==> config.mk <==
export PLATFORM = sky130hd
export DESIGN_NAME = regfile_wb_arbiter
export DESIGN_NICKNAME = d
export VERILOG_FILES = /design/src/rtl/wb_arb_pkg.sv /design/src/rtl/wb_result_fifo.sv /design/src/rtl/regfile_wb_arbiter.sv
export SDC_FILE = /design/constraint.sdc
export NUM_CORES = 1
export LEC_CHECK = 0
export CAP_MARGIN = 20
export CORE_MARGIN = 8
export CORE_UTILIZATION = 32
export CTS_CLUSTER_SIZE = 10
export DETAILED_ROUTE_END_ITERATION = 10
export PLACE_DENSITY = 0.64
export SLEW_MARGIN = 20
export SYNTH_ARGS = -nofsm -noshare
export SYNTH_HDL_FRONTEND = slang
export SYNTH_SLANG_ARGS = --single-unit
export TNS_END_PERCENT = 1
==> constraint.sdc <==
create_clock -name clk -period 2.6 [get_ports clk]
set_clock_uncertainty 0.15 [all_clocks]
set_input_delay 0.65 -clock clk [delete_from_list [all_inputs] [get_ports clk]]
set_output_delay 0.65 -clock clk [all_outputs]
set_load 0.02 [all_outputs]
==> src/rtl/wb_arb_pkg.sv <==
// rtl/wb_arb_pkg.sv - shared types and defaults for the register-file write-port arbiter
package wb_arb_pkg;

  localparam int DEF_MQ_DEPTH   = 2;
  localparam int DEF_STARVE_MAX = 4;

  typedef struct packed {
    logic [4:0]  waddr;
    logic [31:0] wdata;
  } mq_entry_t;

endpackage

==> src/rtl/wb_result_fifo.sv <==
// rtl/wb_result_fifo.sv - circular FIFO of multiplier results with occupancy count
module wb_result_fifo
  import wb_arb_pkg::*;
#(
  parameter int DEPTH = DEF_MQ_DEPTH,
  localparam int AW = $clog2(DEPTH),
  localparam int CW = $clog2(DEPTH) + 1
) (
  input  logic          clk,
  input  logic          rst,
  input  logic          push,
  input  mq_entry_t     push_data,
  input  logic          pop,
  output mq_entry_t     head,
  output logic [CW-1:0] count
);

  mq_entry_t      mem [DEPTH];
  logic [AW-1:0]  wr_ptr;
  logic [AW-1:0]  rd_ptr;

  // DEPTH is a power of two, so pointers wrap by natural overflow
  always_ff @(posedge clk or negedge rst) begin
    if (!rst) begin
      wr_ptr <= '0;
      rd_ptr <= '0;
      count  <= '0;
    end else begin
      if (push) wr_ptr <= wr_ptr + AW'(1);
      if (pop)  rd_ptr <= rd_ptr + AW'(1);
      case ({push, pop})
        2'b10:   count <= count + CW'(1);
        2'b01:   count <= count - CW'(1);
        default: count <= count;
      endcase
    end
  end

  always_ff @(posedge clk) begin
    if (push) mem[wr_ptr] <= push_data;
  end

  assign head = mem[rd_ptr];

endmodule

==> src/rtl/regfile_wb_arbiter.sv <==
// rtl/regfile_wb_arbiter.sv - WB/multiplier write-port arbiter with pending-register scoreboard
// Optional same-cycle multiplier bypass: WB_MUL_BYPASS_EN
module regfile_wb_arbiter
  import wb_arb_pkg::*;
#(
  parameter int MQ_DEPTH   = DEF_MQ_DEPTH,
  parameter int STARVE_MAX = DEF_STARVE_MAX
) (
  input  logic                      clk,
  input  logic                      rst,
  input  logic                      pipe_wr_i,
  input  logic [4:0]                pipe_waddr_i,
  input  logic [31:0]               pipe_wdata_i,
  input  logic                      mul_valid_i,
  output logic                      mul_ready_o,
  input  logic [4:0]                mul_waddr_i,
  input  logic [31:0]               mul_wdata_i,
  input  logic                      issue_valid_i,
  input  logic [4:0]                issue_waddr_i,
  input  logic [4:0]                chk_raddr1_i,
  input  logic [4:0]                chk_raddr2_i,
  input  logic [4:0]                chk_waddr_i,
  output logic                      hazard_o,
  output logic                      wb_stall_o,
  output logic                      reg_wr_o,
  output logic [4:0]                waddr_o,
  output logic [31:0]               wdata_o,
  output logic [31:0]               pending_o,
  output logic [$clog2(MQ_DEPTH):0] mq_count_o
);

  localparam int CW = $clog2(MQ_DEPTH) + 1;

  mq_entry_t      head;
  mq_entry_t      push_data;
  logic [CW-1:0]  count;
  logic           q_empty;
  logic           port_free;
  logic           pop;
  logic           push;
  logic           bypass;
  logic [3:0]     starve_cnt;
  logic [3:0]     starve_nxt;
  logic           stall_q;
  logic [31:0]    pending_q;
  logic [31:0]    pending_nxt;

  assign q_empty     = (count == '0);
  assign mul_ready_o = (count != CW'(MQ_DEPTH));
  assign port_free   = !pipe_wr_i || (pipe_waddr_i == 5'd0) || stall_q;
  assign pop         = !q_empty && port_free;

`ifdef WB_MUL_BYPASS_EN
  assign bypass = mul_valid_i && q_empty && port_free;
`else
  assign bypass = 1'b0;
`endif

  assign push      = mul_valid_i && mul_ready_o && !bypass;
  assign push_data = '{waddr: mul_waddr_i, wdata: mul_wdata_i};

  wb_result_fifo #(.DEPTH(MQ_DEPTH)) u_fifo (
    .clk       (clk),
    .rst       (rst),
    .push      (push),
    .push_data (push_data),
    .pop       (pop),
    .head      (head),
    .count     (count)
  );

  // Queue head beats WB whenever WB leaves the port free; x0 targets never write
  always_comb begin
    reg_wr_o = 1'b0;
    waddr_o  = 5'd0;
    wdata_o  = 32'd0;
    if (!rst) begin
      reg_wr_o = 1'b0;
    end else if (pop) begin
      reg_wr_o = (head.waddr != 5'd0);
      waddr_o  = head.waddr;
      wdata_o  = head.wdata;
    end else if (bypass) begin
      reg_wr_o = (mul_waddr_i != 5'd0);
      waddr_o  = mul_waddr_i;
      wdata_o  = mul_wdata_i;
    end else if (pipe_wr_i && pipe_waddr_i != 5'd0 && !stall_q) begin
      reg_wr_o = 1'b1;
      waddr_o  = pipe_waddr_i;
      wdata_o  = pipe_wdata_i;
    end
  end

  always_comb begin
    starve_nxt = starve_cnt;
    if (q_empty || pop)
      starve_nxt = 4'd0;
    else if (starve_cnt != 4'(STARVE_MAX))
      starve_nxt = starve_cnt + 4'd1;
  end

  // Clear first, then set, so an issue to the register being retired wins
  always_comb begin
    pending_nxt = pending_q;
    if (pop)
      pending_nxt[head.waddr] = 1'b0;
    if (bypass)
      pending_nxt[mul_waddr_i] = 1'b0;
    if (issue_valid_i && issue_waddr_i != 5'd0)
      pending_nxt[issue_waddr_i] = 1'b1;
    pending_nxt[0] = 1'b0;
  end

  always_ff @(posedge clk or negedge rst) begin
    if (!rst) begin
      starve_cnt <= 4'd0;
      stall_q    <= 1'b0;
      pending_q  <= 32'd0;
    end else begin
      starve_cnt <= starve_nxt;
      stall_q    <= (starve_nxt == 4'(STARVE_MAX));
      pending_q  <= pending_nxt;
    end
  end

  assign hazard_o   = (chk_raddr1_i != 5'd0 && pending_q[chk_raddr1_i]) ||
                      (chk_raddr2_i != 5'd0 && pending_q[chk_raddr2_i]) ||
                      (chk_waddr_i  != 5'd0 && pending_q[chk_waddr_i]);
  assign wb_stall_o = stall_q;
  assign pending_o  = pending_q;
  assign mq_count_o = count;

endmodule

[Word level (Yosys, flattened, before mapping)]
Memories as Yosys holds them, arrays and structs flattened.
Index checks and enable logic that the tools add are counted.
Cells by class
  bitwise gates (word level): 3
  muxes and demuxes: 26
  $add $sub $neg: 5
  order comparisons: 7
  reduce and logical (&&, ||, !) cells: 27
  eq/ne operators: 5
  $mul: 0
  divide/modulo/power cells: 0
  shift-type cells: 0
Operator list (count)
  $mux W32: 5
  $and A32 B32 Y32: 1
  $not A32 Y32: 1
  $or A32 B32 Y32: 1
  $lt A5 B6 Y1 const B: 5
  $reduce_bool A5 Y1: 6
  $bmux W1 S5: 3
  $mux W5: 3
  $demux W1 S5: 2
  $ge A5 B1 Y1 const B: 2
  $logic_and A1 B1 Y1: 10
  $mux W1: 10
  $mux W4: 2
  $logic_not A5 Y1: 1
  $logic_or A1 B1 Y1: 5
  $add A4 B1 Y4 const B: 1
  $eq A4 B3 Y1 const B: 1
  $ne A4 B3 Y1 const B: 1
  $pmux W2 S2: 1
  $logic_not A1 Y1: 3
  $add A1 B1 Y1 const B: 2
  $add A2 B1 Y2 const B: 1
  $eq A2 B1 Y1 const B: 1
  $eq A2 B2 Y1 const B: 1
  4 further kinds: 4
Storage, ports and cells
  RAM bits: 74
  output and inout port bits: 75
  register bits after elaboration: 40
  memories kept: 1
  bits in latches: 0
  memory bits (read-only): 0
  input port bits: 99
Memories
  u_fifo.mem: words 2, width 37, rd ports 1, clocked after memory_dff 0, wr ports 1, line wb_result_fifo.sv:18  | mq_entry_t mem [DEPTH];

[Logic depth before layout (Yosys ltp)]
Gate-level depths: netlist of the first run.
An unclocked memory read counts as a cell.
  depth after elaboration: 10
  gate-level depth with buffers: 11
  depth with buffers taken out: 8

[Hierarchy]
From an unflattened synthesis of the first run, not the netlist that was laid out.
Second synthesis, totals
  cell total of the unflattened synthesis: 466
  area, all modules: 5945.7 µm²
Modules (own cells, without submodules)
  regfile_wb_arbiter: seq. area each 900.9 µm², area each 3019.1 µm², cells each 337, instances 1
  wb_result_fifo: seq. area each 2322.2 µm², area each 2926.6 µm², cells each 129, instances 1

[Worst setup path after synthesis of the first run]
Ideal clock, no wire load.
  path type: reg-to-reg
  from: register u_fifo.count[0]
  to: memory u_fifo.mem[0][0] (netlist name) (enable)
  library setup time: 0.431 ns
  clock period less this slack: 3.100 ns
  cell stages (with the launch flop): 4
  arrival: 2.519 ns
  path slack: -0.500 ns
  cell sequence: dfrtp_1 -> nand2b_1 -> nand2_1 -> nor2_1
On the way
  word-level cells in the longest chain between the ends: 4
Ends and longest elaborated chain
  start: declaration: line wb_result_fifo.sv:15  | output logic [CW-1:0] count
  start signal: assignment: line wb_result_fifo.sv:32  | 2'b10: count <= count + CW'(1);
  start signal: assignment: line wb_result_fifo.sv:33  | 2'b01: count <= count - CW'(1);
  start signal: assignment: line wb_result_fifo.sv:34  | default: count <= count;
  $ne A2 B2 Y1: line regfile_wb_arbiter.sv:49  | assign mul_ready_o = (count != CW'(MQ_DEPTH));
  net mul_ready_o: line regfile_wb_arbiter.sv:15  | output logic mul_ready_o,
  $logic_and A1 B1 Y1: line regfile_wb_arbiter.sv:59  | assign push = mul_valid_i && mul_ready_o && !bypass;
  $mux W1: line wb_result_fifo.sv:40  | if (push) mem[wr_ptr] <= push_data;
  $mux W1 (implied by the code): line wb_result_fifo.sv:40
  end: declaration: line wb_result_fifo.sv:18
The timed path passes the listed nets, and every way through them passes these cells.

[Worst setup path after layout of the first run]
  from: input pipe_waddr_i[0]
  to: output waddr_o[1]
On the way
  word-level cells in the longest chain between the ends: 6
  elaborated cells on any way between the ends: 10
  those cells by class: mux (3); reduce/logical (7)
Ends and longest elaborated chain
  start: declaration: line regfile_wb_arbiter.sv:12  | input logic [4:0] pipe_waddr_i,
  $reduce_bool A5 Y1 / $logic_not A5 Y1 (equally long branches): line regfile_wb_arbiter.sv:87, regfile_wb_arbiter.sv:50
  $logic_and A1 B1 Y1 / $logic_or A1 B1 Y1 (equally long branches) (2 in a row): line regfile_wb_arbiter.sv:87, regfile_wb_arbiter.sv:50
  $mux W5 / $logic_and A1 B1 Y1 (equally long branches): line regfile_wb_arbiter.sv:87, regfile_wb_arbiter.sv:51
  $mux W5 *: line regfile_wb_arbiter.sv:79  | end else if (pop) begin
  $mux W5 *: line regfile_wb_arbiter.sv:77  | if (!rst) begin
  end: declaration: line regfile_wb_arbiter.sv:26  | output logic [4:0] waddr_o,
Every way passes the cells marked *; elsewhere a longest branch is shown, timed or not.

==> run_results.csv, run 1 <==
group,metric,value,unit
outcome,status,"complete, but fails checks",
outcome,violations,"setup timing",
logic_synthesis,async_reset_ff_frac,0.351,
sta,finalCritPeriodShare,1.22,
logic_synthesis,synth-seq-area-share,0.539,
critical_path,cp-end-kind,"output port",
logic_synthesis,synth.top_cells.by_area,"edfxtp_1 37%, dfrtp_1 17%, o21ai_0 7.9%",
detailed_routing,antenna_left,0,
power_and_ir_drop,switching_share,0.358,
logic_synthesis,ys_warn_count,0,
floorplan,die_area,23300,µm²
critical_path,required,1.80,ns
placed_design,port_buffers,172,
global_routing,grt_usage,0.171,
placed_design,placed_area,8630,µm²
global_routing,grt_pass1_vias,5667,
hold_path,hp-class,"input port to async pin",
detailed_routing,drt_wl_total,20100,µm
clocking,clock-sinks,114,
job,drv_cap,0,
sta,period_needed,3.17,ns
power_and_ir_drop,combPwrFrac,0.483,
detailed_routing,via_count,5258,
logic_synthesis,yosysTopAreaCell,"edfxtp_1",
logic_synthesis,synth_top_area_share,0.372,
floorplan,die_h,153,µm
critical_path,crit_fanout,6,
floorplan,core_area,18500,µm²
floorplan,pin_count,174,
critical_path,cp_num_buf_inv,5,
logic_synthesis,ys_ff_latch,114,
clocking,htreeDepth,4,
logic_synthesis,synth_area,5980,µm²
detailed_routing,wire_per_inst,19.4,µm
placed_design,placed_cells,992,
sta,hold_viol_final,0,
finish,area_growth,61.4,%
sta,worst_hold_slack,0.124,ns
sta,setup_violations,39,
detailed_routing,drt-initial-drc-count,284,
global_routing,grt_overflow,0,
floorplan,rows,50,
critical_path,crit_path_start_kind,"input port",
critical_path,crit_arrival,2.37,ns
logic_synthesis,synth_area_per_cell,11.6,µm²
critical_path,cpPeakStageDelay,0.55,ns
power_and_ir_drop,p_leak,0.00390,µW
sta,fin_tns_setup,-17.64,ns
clocking,cts.path.max_buffers,2,
clocking,clkLatencyLatePin,0.40,ns
placed_design,dp_hpwl,15200,µm
finish,n_antenna_cell,0,
critical_path,rrSetupSlack,0.64,ns
clocking,clkTransAtPathRegs,0.06,ns
finish,fillCellCount,1612,
sta,fmax,316,MHz
power_and_ir_drop,pwr-share-seq,0.290,
clocking,cts-root-buf,"clkbuf_16",
global_routing,grt_pass1_wl,31300,µm
power_and_ir_drop,power.internal,6440,µW
detailed_routing,firstDrtPassIters,5,
critical_path,crit_type,"input port to output port",
power_and_ir_drop,p_clk_frac,0.227,
global_routing,antenna_found_initial,0,
sta,rsz0062_at_grt,"true",
logic_synthesis,synth_most_common_cell,"o21ai_0",
logic_synthesis,ys_top_cells_by_count,"94 x o21ai_0, 74 x edfxtp_1, 53 x nand2_1",
floorplan,fp.dieW,153,µm
power_and_ir_drop,power.density,1040,nW/µm²
sta,fin_ws,-0.566,ns
power_and_ir_drop,power_switching,3600,µW
critical_path,cp_cell_sequence,"buf_6 > or4_4 > o21ai_4 > nand2_4 > buf_12 > buf_12 > buf_16 > o21ai_2 > and2_4 > buf_6",
detailed_routing,viasPerCell,5.08,
finish,fin_area,9650,µm²
placed_design,gp_congestion,0.934,
logic_synthesis,syn_inst,517,
critical_path,cpMaxStageDelayCell,"or4_4",
finish,drive_gt1_frac,0.338,
detailed_routing,route.detailed.drc,0,
power_and_ir_drop,ir_drop,0.444,mV
clocking,hold_buffers,0,
logic_synthesis,syn-num-nets,619,
finish,nets,890,
clocking,cts_tree,"done",
floorplan,initial_core_util,0.323,
logic_synthesis,ys_types,50,
logic_synthesis,synth_ff_type,"edfxtp_1",
critical_path,path_delay_family,"simple AND/OR/NAND/NOR gates",
finish,final_cells,1035,
sta,drv_slew,0,
clocking,numCtsBuffers,17,
logic_synthesis,synth_edf_count,74,
global_routing,grt_max_degree,38,
-- layout by cell type, fill, tap and decap left out, types with 3 or more instances in the layout --
master             n
and2_1            18
and2_4            19
and3_1             3
buf_12             7
buf_16             3
buf_2              5
buf_4             94
buf_6             43
clkbuf_16         17
clkdlybuf4s50_1  120
clkinv_2           3
clkinv_4           6
dfrtp_1           37
dfrtp_2            3
dlygate4sd2_1      3
edfxtp_1          74
ha_1               3
inv_1              7
mux2_2             9
mux2i_1           46
mux4_2            15
nand2_1           52
nand2b_1           6
nand3_1           10
nand3b_1           4
nand4_1            8
nor2_1            17
nor2b_1            8
nor3_1             3
o21ai_0           64
o21ai_1           16
o21ai_2           20
or3_1              3
xnor2_1            5
-- layer usage --
metal,part of all wire,vias to the layer above,global-route usage
met3,0.075,37,0.0581
met2,0.50,218,0.297
li1,-,2481,-
met4,0.029,0,0.0674
met1,0.40,2522,0.190
met5,0,-,0
-- registers in the layout, indices dropped and copies added (netlist names) --
signal         count
u_fifo.count       2
starve_cnt         4
pending_o         31
u_fifo.wr_ptr      1
u_fifo.rd_ptr      1
u_fifo.mem        74
wb_stall_o         1
-- power groups by stage --
stage | clock, µW | combinational (µW) | sequential (µW)
2_1_floorplan | 0 | 1780 | 3200
3_3_place_gp | 0 | 4330 | 2910
3_5_place_dp | 0 | 4390 | 2940
4_1_cts | 2310 | 4690 | 2910
5_1_grt | 2410 | 5190 | 2980
6_report | 2280 | 4850 | 2910
-- per-stage QoR --
step / power (µW) / utilization / setup slack (ns)
6_report: 10000 / 0.521 / -0.566
4_1_cts: 9910 / 0.511 / -0.576
3_3_place_gp: 7240 / 0.466 / -1.62
3_5_place_dp: 7330 / 0.466 / -1.69
5_1_grt: 10600 / 0.521 / -0.643
2_1_floorplan: 4980 / - / -0.384
-- area by class of cell --
class | instances | area, µm² | share of cell area
clock buffers | 17 | 425 | 0.0441
clock inverters | 15 | 160 | 0.0166
well taps | 234 | 293 | 0.0303
multi-input cells | 367 | 2790 | 0.289
flip-flops and latches | 114 | 3230 | 0.334
repair buffers | 281 | 2730 | 0.283
inverters | 7 | 26.3 | 0.00272
-- kinds of logic after synthesis --
family	synth area share
xor+xnor	0.00879
simple gates	0.140
fa+ha+maj	0.00628
mux	0.159
compound gates	0.115
buf+inv	0.0310
flops	0.539
other cells	0.000627
-- timing repair --
| item | CTS | global route |
|---|---|---|
| pin swaps | 18 | 15 |
| buffers inserted | 5 | 2 |
| resized for setup | 279 | 75 |
| endpoints found under the setup margin | 39 | 39 |
| gates cloned | 4 | 0 |
-- final timing paths --
check                           startpoint       endpoint  cells after the start
min                                    rst  pending_o[23]                      2
min reg2reg                  u_fifo.wr_ptr  u_fifo.wr_ptr                      1
max reg2reg                  u_fifo.rd_ptr  pending_o[16]                      6
max in group asynchronous              rst  pending_o[14]                      3
max                        pipe_waddr_i[0]     waddr_o[1]                     10
min in group clk             u_fifo.wr_ptr  u_fifo.wr_ptr                      1
No activity file was read; power rests on OpenSTA's default activity.
==> inputs of run 2 (changes only) <==
Settings changed: CORE_UTILIZATION 32 to 42, PLACE_DENSITY 0.64 to 0.79, SLEW_MARGIN 20 to 10.
==> run_results.csv, run 2 (same netlist as run 1, synthesis figures left out) <==
group,metric,value,unit
job,drv_cap,0,
clocking,cts_tree,"done",
finish,drive_gt1_frac,0.310,
global_routing,grt_use_met2,0.368,
global_routing,grt_overflow,0,
power_and_ir_drop,power.density,1060,nW/µm²
sta,fin_ws,-0.554,ns
critical_path,required,1.80,ns
finish,final_cell_mix,"120 x clkdlybuf4s50_1, 92 x buf_4, 74 x edfxtp_1",
sta,finalCritPeriodShare,1.21,
outcome,violations,"setup timing",
finish,final_cells,966,
clocking,clkTransAtPathRegs,0.05,ns
finish,n_antenna_cell,0,
critical_path,crit_arrival,2.35,ns
sta,hold_viol_final,0,
sta,worst_hold_slack,0.0619,ns
global_routing,gr-usage-met3,0.0753,
detailed_routing,drt-initial-drc-count,369,
critical_path,rrSetupSlack,0.50,ns
critical_path,cp-end-kind,"output port",
placed_design,port_buffers,172,
critical_path,crit_type,"input port to output port",
finish,largest_register_ffs,74,
finish,area_growth,56.1,%
placed_design,gp_congestion,0.954,
finish,largest-register,"u_fifo.mem",
sta,fmax,317,MHz
clocking,hold_buffers,0,
detailed_routing,wire_per_inst,20.0,µm
clocking,htreeDepth,4,
sta,drv_slew,0,
placed_design,dp_hpwl,14500,µm
detailed_routing,via_count,5329,
floorplan,pin_count,174,
finish,nets,875,
clocking,cts.path.max_buffers,2,
sta,rsz0062_at_grt,"true",
power_and_ir_drop,p_leak,0.00380,µW
floorplan,fp.dieW,135,µm
clocking,clock-sinks,114,
floorplan,rows,43,
sta,period_needed,3.15,ns
floorplan,initial_core_util,0.431,
finish,final_common_cell,"clkdlybuf4s50_1",
sta,setup_violations,39,
global_routing,grt_max_degree,38,
detailed_routing,drt_wl_total,19300,µm
floorplan,die_h,135,µm
sta,fin_tns_setup,-14.44,ns
global_routing,grt_pass1_vias,5801,
floorplan,core_area,13900,µm²
clocking,cts-root-buf,"clkbuf_16",
placed_design,placed_cells,927,
power_and_ir_drop,totalPowerFinal,9860,µW
clocking,clkLatencyLatePin,0.40,ns
global_routing,antenna_found_initial,0,
outcome,status,"complete, but fails checks",
power_and_ir_drop,ir_drop,0.555,mV
finish,fillCellCount,1001,
critical_path,reg2reg_depth,6,
global_routing,grt_usage,0.209,
global_routing,grt_pass1_wl,29900,µm
critical_path,crit_fanout,4,
clocking,numCtsBuffers,17,
detailed_routing,viasPerCell,5.52,
floorplan,die_area,18300,µm²
hold_path,hp-class,"input port to async pin",
critical_path,crit_path_start_kind,"input port",
detailed_routing,firstDrtPassIters,6,
detailed_routing,route.detailed.drc,0,
global_routing,grt_use_met1,0.219,
detailed_routing,antenna_left,0,
placed_design,pre_cts_ws,-1.54,ns
global_routing,busiest_layer,"met2",
## run 2: cell count changes in the layout (fill, tap and decap cells not counted), moves of 3 or more
cell / before / now
o21ai_2: 20 / 15
clkinv_4: 6 / 0
buf_16: 3 / 0
o21ai_1: 16 / 19
buf_6: 43 / 34
o21ai_0: 64 / 67
and2_4: 19 / 15
buf_2: 5 / 1
clkinv_2: 3 / 7
and2_1: 18 / 22
clkbuf_2: 1 / 5
## run 2: path summary, 6_finish.rpt
path	endpoint	from
worst max-delay path	hazard_o	chk_raddr1_i[2]
worst min-delay path	u_fifo.wr_ptr	rst
min in group clk	u_fifo.wr_ptr	u_fifo.wr_ptr
worst min register to register	u_fifo.wr_ptr	u_fifo.wr_ptr
worst max register to register	pending_o[28]	u_fifo.rd_ptr
max in group asynchronous	pending_o[15]	rst
## run 2: area by class of cell
cell class | count | area (µm²) | area share
multi-input cells | 367 | 2720 | 0.292
clock buffers | 19 | 433 | 0.0464
flip-flops and latches | 114 | 3230 | 0.346
clock inverters | 13 | 166 | 0.0178
well taps | 180 | 225 | 0.0241
repair buffers | 266 | 2530 | 0.271
inverters | 7 | 26.3 | 0.00282
## run 2: metrics by stage
stage          instance area (µm²)  utilization
6_report                      9330        0.672
5_1_grt                       9330        0.672
4_1_cts                       9120        0.657
3_5_place_dp                  8510        0.613
3_3_place_gp                  8510        0.613
2_1_floorplan                 5980            -
## run 2: layer usage
layer,wire length [µm],vias to the layer above
li1,-,2445
met1,7010,2584
met2,10100,271
met3,1840,29
met4,401,0
met5,0,-
## run 2: critical path: stages
cell and delay [ns]:
clkbuf_4 0.14, mux4_2 0.50, a22oi_2 0.19, a221oi_2 0.10, a2111oi_2 0.41, nand3_1 0.18
buf_6 0.17
## run 2: where the power goes
part	total (µW)	leakage, µW	switching (µW)	internal, µW
registers	2930	0.00117	384	2550
logic	4580	0.00233	2280	2300
clock network	2350	0.000297	768	1580
## run 2: repair_timing
item                                    CTS  global route
pin swaps                                 6            24
endpoints found under the setup margin   39            39
resized for setup                       241            86
gates cloned                              0             2
buffers inserted                          1             4
==> inputs of run 3 (changes only) <==
Settings changed: PLACE_DENSITY 0.79 to 0.72, SYNTH_HIERARCHICAL set to 1.
==> run_results.csv, run 3 <==
group,metric,value,unit
sta,worst_pin_slew,0.529,ns
critical_path,reg2reg_depth,6,
logic_synthesis,ys_warn_count,6,
finish,area_growth,55.1,%
sta,worst_hold_slack,0.0228,ns
critical_path,crit_arrival,2.35,ns
critical_path,cp_num_buf_inv,5,
critical_path,cp_cell_sequence,"buf_6 > or4_4 > o21a_4 > nor2_4 > buf_12 > buf_16 > buf_8 > a22oi_2 > nor2b_1 > buf_4",
critical_path,path_delay_family,"simple AND/OR/NAND/NOR gates",
logic_synthesis,async_reset_ff_frac,0.351,
floorplan,die_area,18200,µm²
sta,fmax,318,MHz
power_and_ir_drop,p_leak,0.00362,µW
floorplan,pin_count,174,
floorplan,die_h,135,µm
finish,finish.utilization,0.664,
clocking,clkTransAtPathRegs,0.05,ns
logic_synthesis,synth-seq-area-share,0.542,
critical_path,rrSetupSlack,0.42,ns
sta,rsz0062_at_grt,"true",
global_routing,grt_usage,0.199,
hold_path,hp-class,"input port to async pin",
detailed_routing,wire_per_inst,19.8,µm
finish,n_antenna_cell,0,
clocking,hold_buffers,0,
sta,relSlewSlack,0.648,
critical_path,endpoint,"wdata_o[26]",
clocking,numCtsBuffers,17,
power_and_ir_drop,power.density,1050,nW/µm²
placed_design,placed_cells,880,
logic_synthesis,synth_most_common_cell,"edfxtp_1",
logic_synthesis,synth_area,5950,µm²
global_routing,grt_max_degree,38,
logic_synthesis,synth_area_per_cell,12.8,µm²
logic_synthesis,yosysTopAreaCell,"edfxtp_1",
critical_path,crit_type,"input port to output port",
critical_path,crit_fanout,5,
job,drv_cap,0,
detailed_routing,drt_wl_total,18100,µm
outcome,violations,"setup timing",
logic_synthesis,synth.top_cells.by_area,"edfxtp_1 37%, dfrtp_1 17%, mux4_2 6.4%",
sta,finalCritPeriodShare,1.21,
power_and_ir_drop,ir_drop,0.606,mV
logic_synthesis,ys_types,45,
logic_synthesis,syn_inst,466,
critical_path,startpoint,"pipe_waddr_i[0]",
global_routing,grt_overflow,0,
finish,final_cells,918,
finish,final_cell_mix,"119 x clkdlybuf4s50_1, 106 x buf_4, 74 x edfxtp_1",
logic_synthesis,synth_ff_type,"edfxtp_1",
logic_synthesis,syn-num-nets,568,
sta,setup_violations,39,
clocking,clkLatencyLatePin,0.40,ns
clocking,cts.path.max_buffers,2,
floorplan,core_area,13900,µm²
critical_path,required,1.80,ns
placed_design,dp_hpwl,13200,µm
critical_path,cp-end-kind,"output port",
finish,largest_register_ffs,74,
logic_synthesis,ys_ff_latch,114,
sta,period_needed,3.15,ns
logic_synthesis,synth_edf_count,74,
critical_path,rr_endpoint,"pending_o[13]",
detailed_routing,drt-initial-drc-count,308,
critical_path,crit_path_start_kind,"input port",
detailed_routing,via_count,4966,
detailed_routing,viasPerCell,5.41,
placed_design,port_buffers,172,
detailed_routing,antenna_left,0,
clocking,cts-root-buf,"clkbuf_16",
finish,nets,827,
floorplan,initial_core_util,0.428,
floorplan,rows,43,
placed_design,placed_area,8550,µm²
sta,drv_slew,0,
critical_path,reg2reg_from,"u_fifo/rd_ptr",
critical_path,path_depth,10,
placed_design,gp_congestion,0.856,
critical_path,cpMaxStageDelayCell,"or4_4",
finish,largest-register,"u_fifo/mem",
outcome,status,"complete, but fails checks",
sta,hold_viol_final,0,
finish,fin_area,9220,µm²
global_routing,grt_pass1_vias,5425,
clocking,htreeDepth,4,
detailed_routing,route.detailed.drc,0,
logic_synthesis,synth_top_area_share,0.374,
detailed_routing,firstDrtPassIters,5,
finish,final_common_cell,"clkdlybuf4s50_1",
global_routing,grt_pass1_wl,28200,µm
global_routing,antenna_found_initial,0,
sta,fin_ws,-0.547,ns
clocking,cts_tree,"done",
finish,drive_gt1_frac,0.348,
floorplan,fp.dieW,135,µm
clocking,clock-sinks,114,
logic_synthesis,ys_top_cells_by_count,"74 x edfxtp_1, 40 x dfrtp_1, 38 x nor2b_1",
critical_path,cpPeakStageDelay,0.53,ns
==> run 3: worst min path at each step <==
stage / startpoint / cells after the start / slack [ns] / end
floorplan: rst / 0 / 0.20 / pending_o[10]
global placement: u_fifo/wr_ptr / 1 / 0.38 / u_fifo/wr_ptr
detailed placement: u_fifo/wr_ptr / 1 / 0.38 / u_fifo/wr_ptr
CTS: rst / 2 / 0.01 / u_fifo/count[0]
global route: rst / 2 / 0.02 / u_fifo/count[0]
finish: rst / 2 / 0.02 / u_fifo/count[0]
==> run 3: per-stage QoR <==
stage               setup WS [ns]  setup TNS [ns]  power, µW
floorplan                  -0.573          -15.70       5130
global placement            -1.37          -58.68       7190
CTS                        -0.582          -20.21       9670
detailed placement          -1.38          -62.60       7320
global route               -0.632          -21.73      10100
finish                     -0.547          -18.74       9640
==> run 3: layer usage <==
layer  GRT usage  share of wire  vias up
li1            -              -     2317
met2       0.341           0.50      222
met3      0.0672          0.087       22
met1       0.229           0.40     2405
met5           0              0        -
met4      0.0623          0.012        0
==> run 3: repair_timing <==
action	in CTS	in global routing
pin swaps	8	4
buffers inserted	4	0
cloned	2	0
gates resized for setup	257	8
setup endpoints to repair	57	39
==> run 3: cell families (layout without fill, tap and decap cells) <==
family / count (synthesis) / after routing / share of synthesized area
and+or+nand+nor: 115 / 115 / 0.116
other: 1 / 1 / 0.000631
DFF: 114 / 114 / 0.542
adders and majority gates: 3 / 3 / 0.00631
AOI/OAI and AO/OA: 123 / 123 / 0.126
buffers and inverters: 37 / 309 / 0.0311
xor gates and xnor gates: 6 / 6 / 0.00884
muxes: 67 / 67 / 0.170
==> run 3: where the power goes <==
part	internal, µW	switching, µW
Combinational	2430	2130
Sequential	2540	382
Clock	1390	772
Total	6360	3280
==> run 3: layout make-up <==
class,instances,area (µm²)
Clock inverter,13,119
Clock buffer,19,433
Fill cell,1040,4660
Tap cell,180,225
Sequential cell,114,3220
Multi-Input combinational cell,315,2660
Timing Repair Buffer,270,2540
Inverter,7,26.3
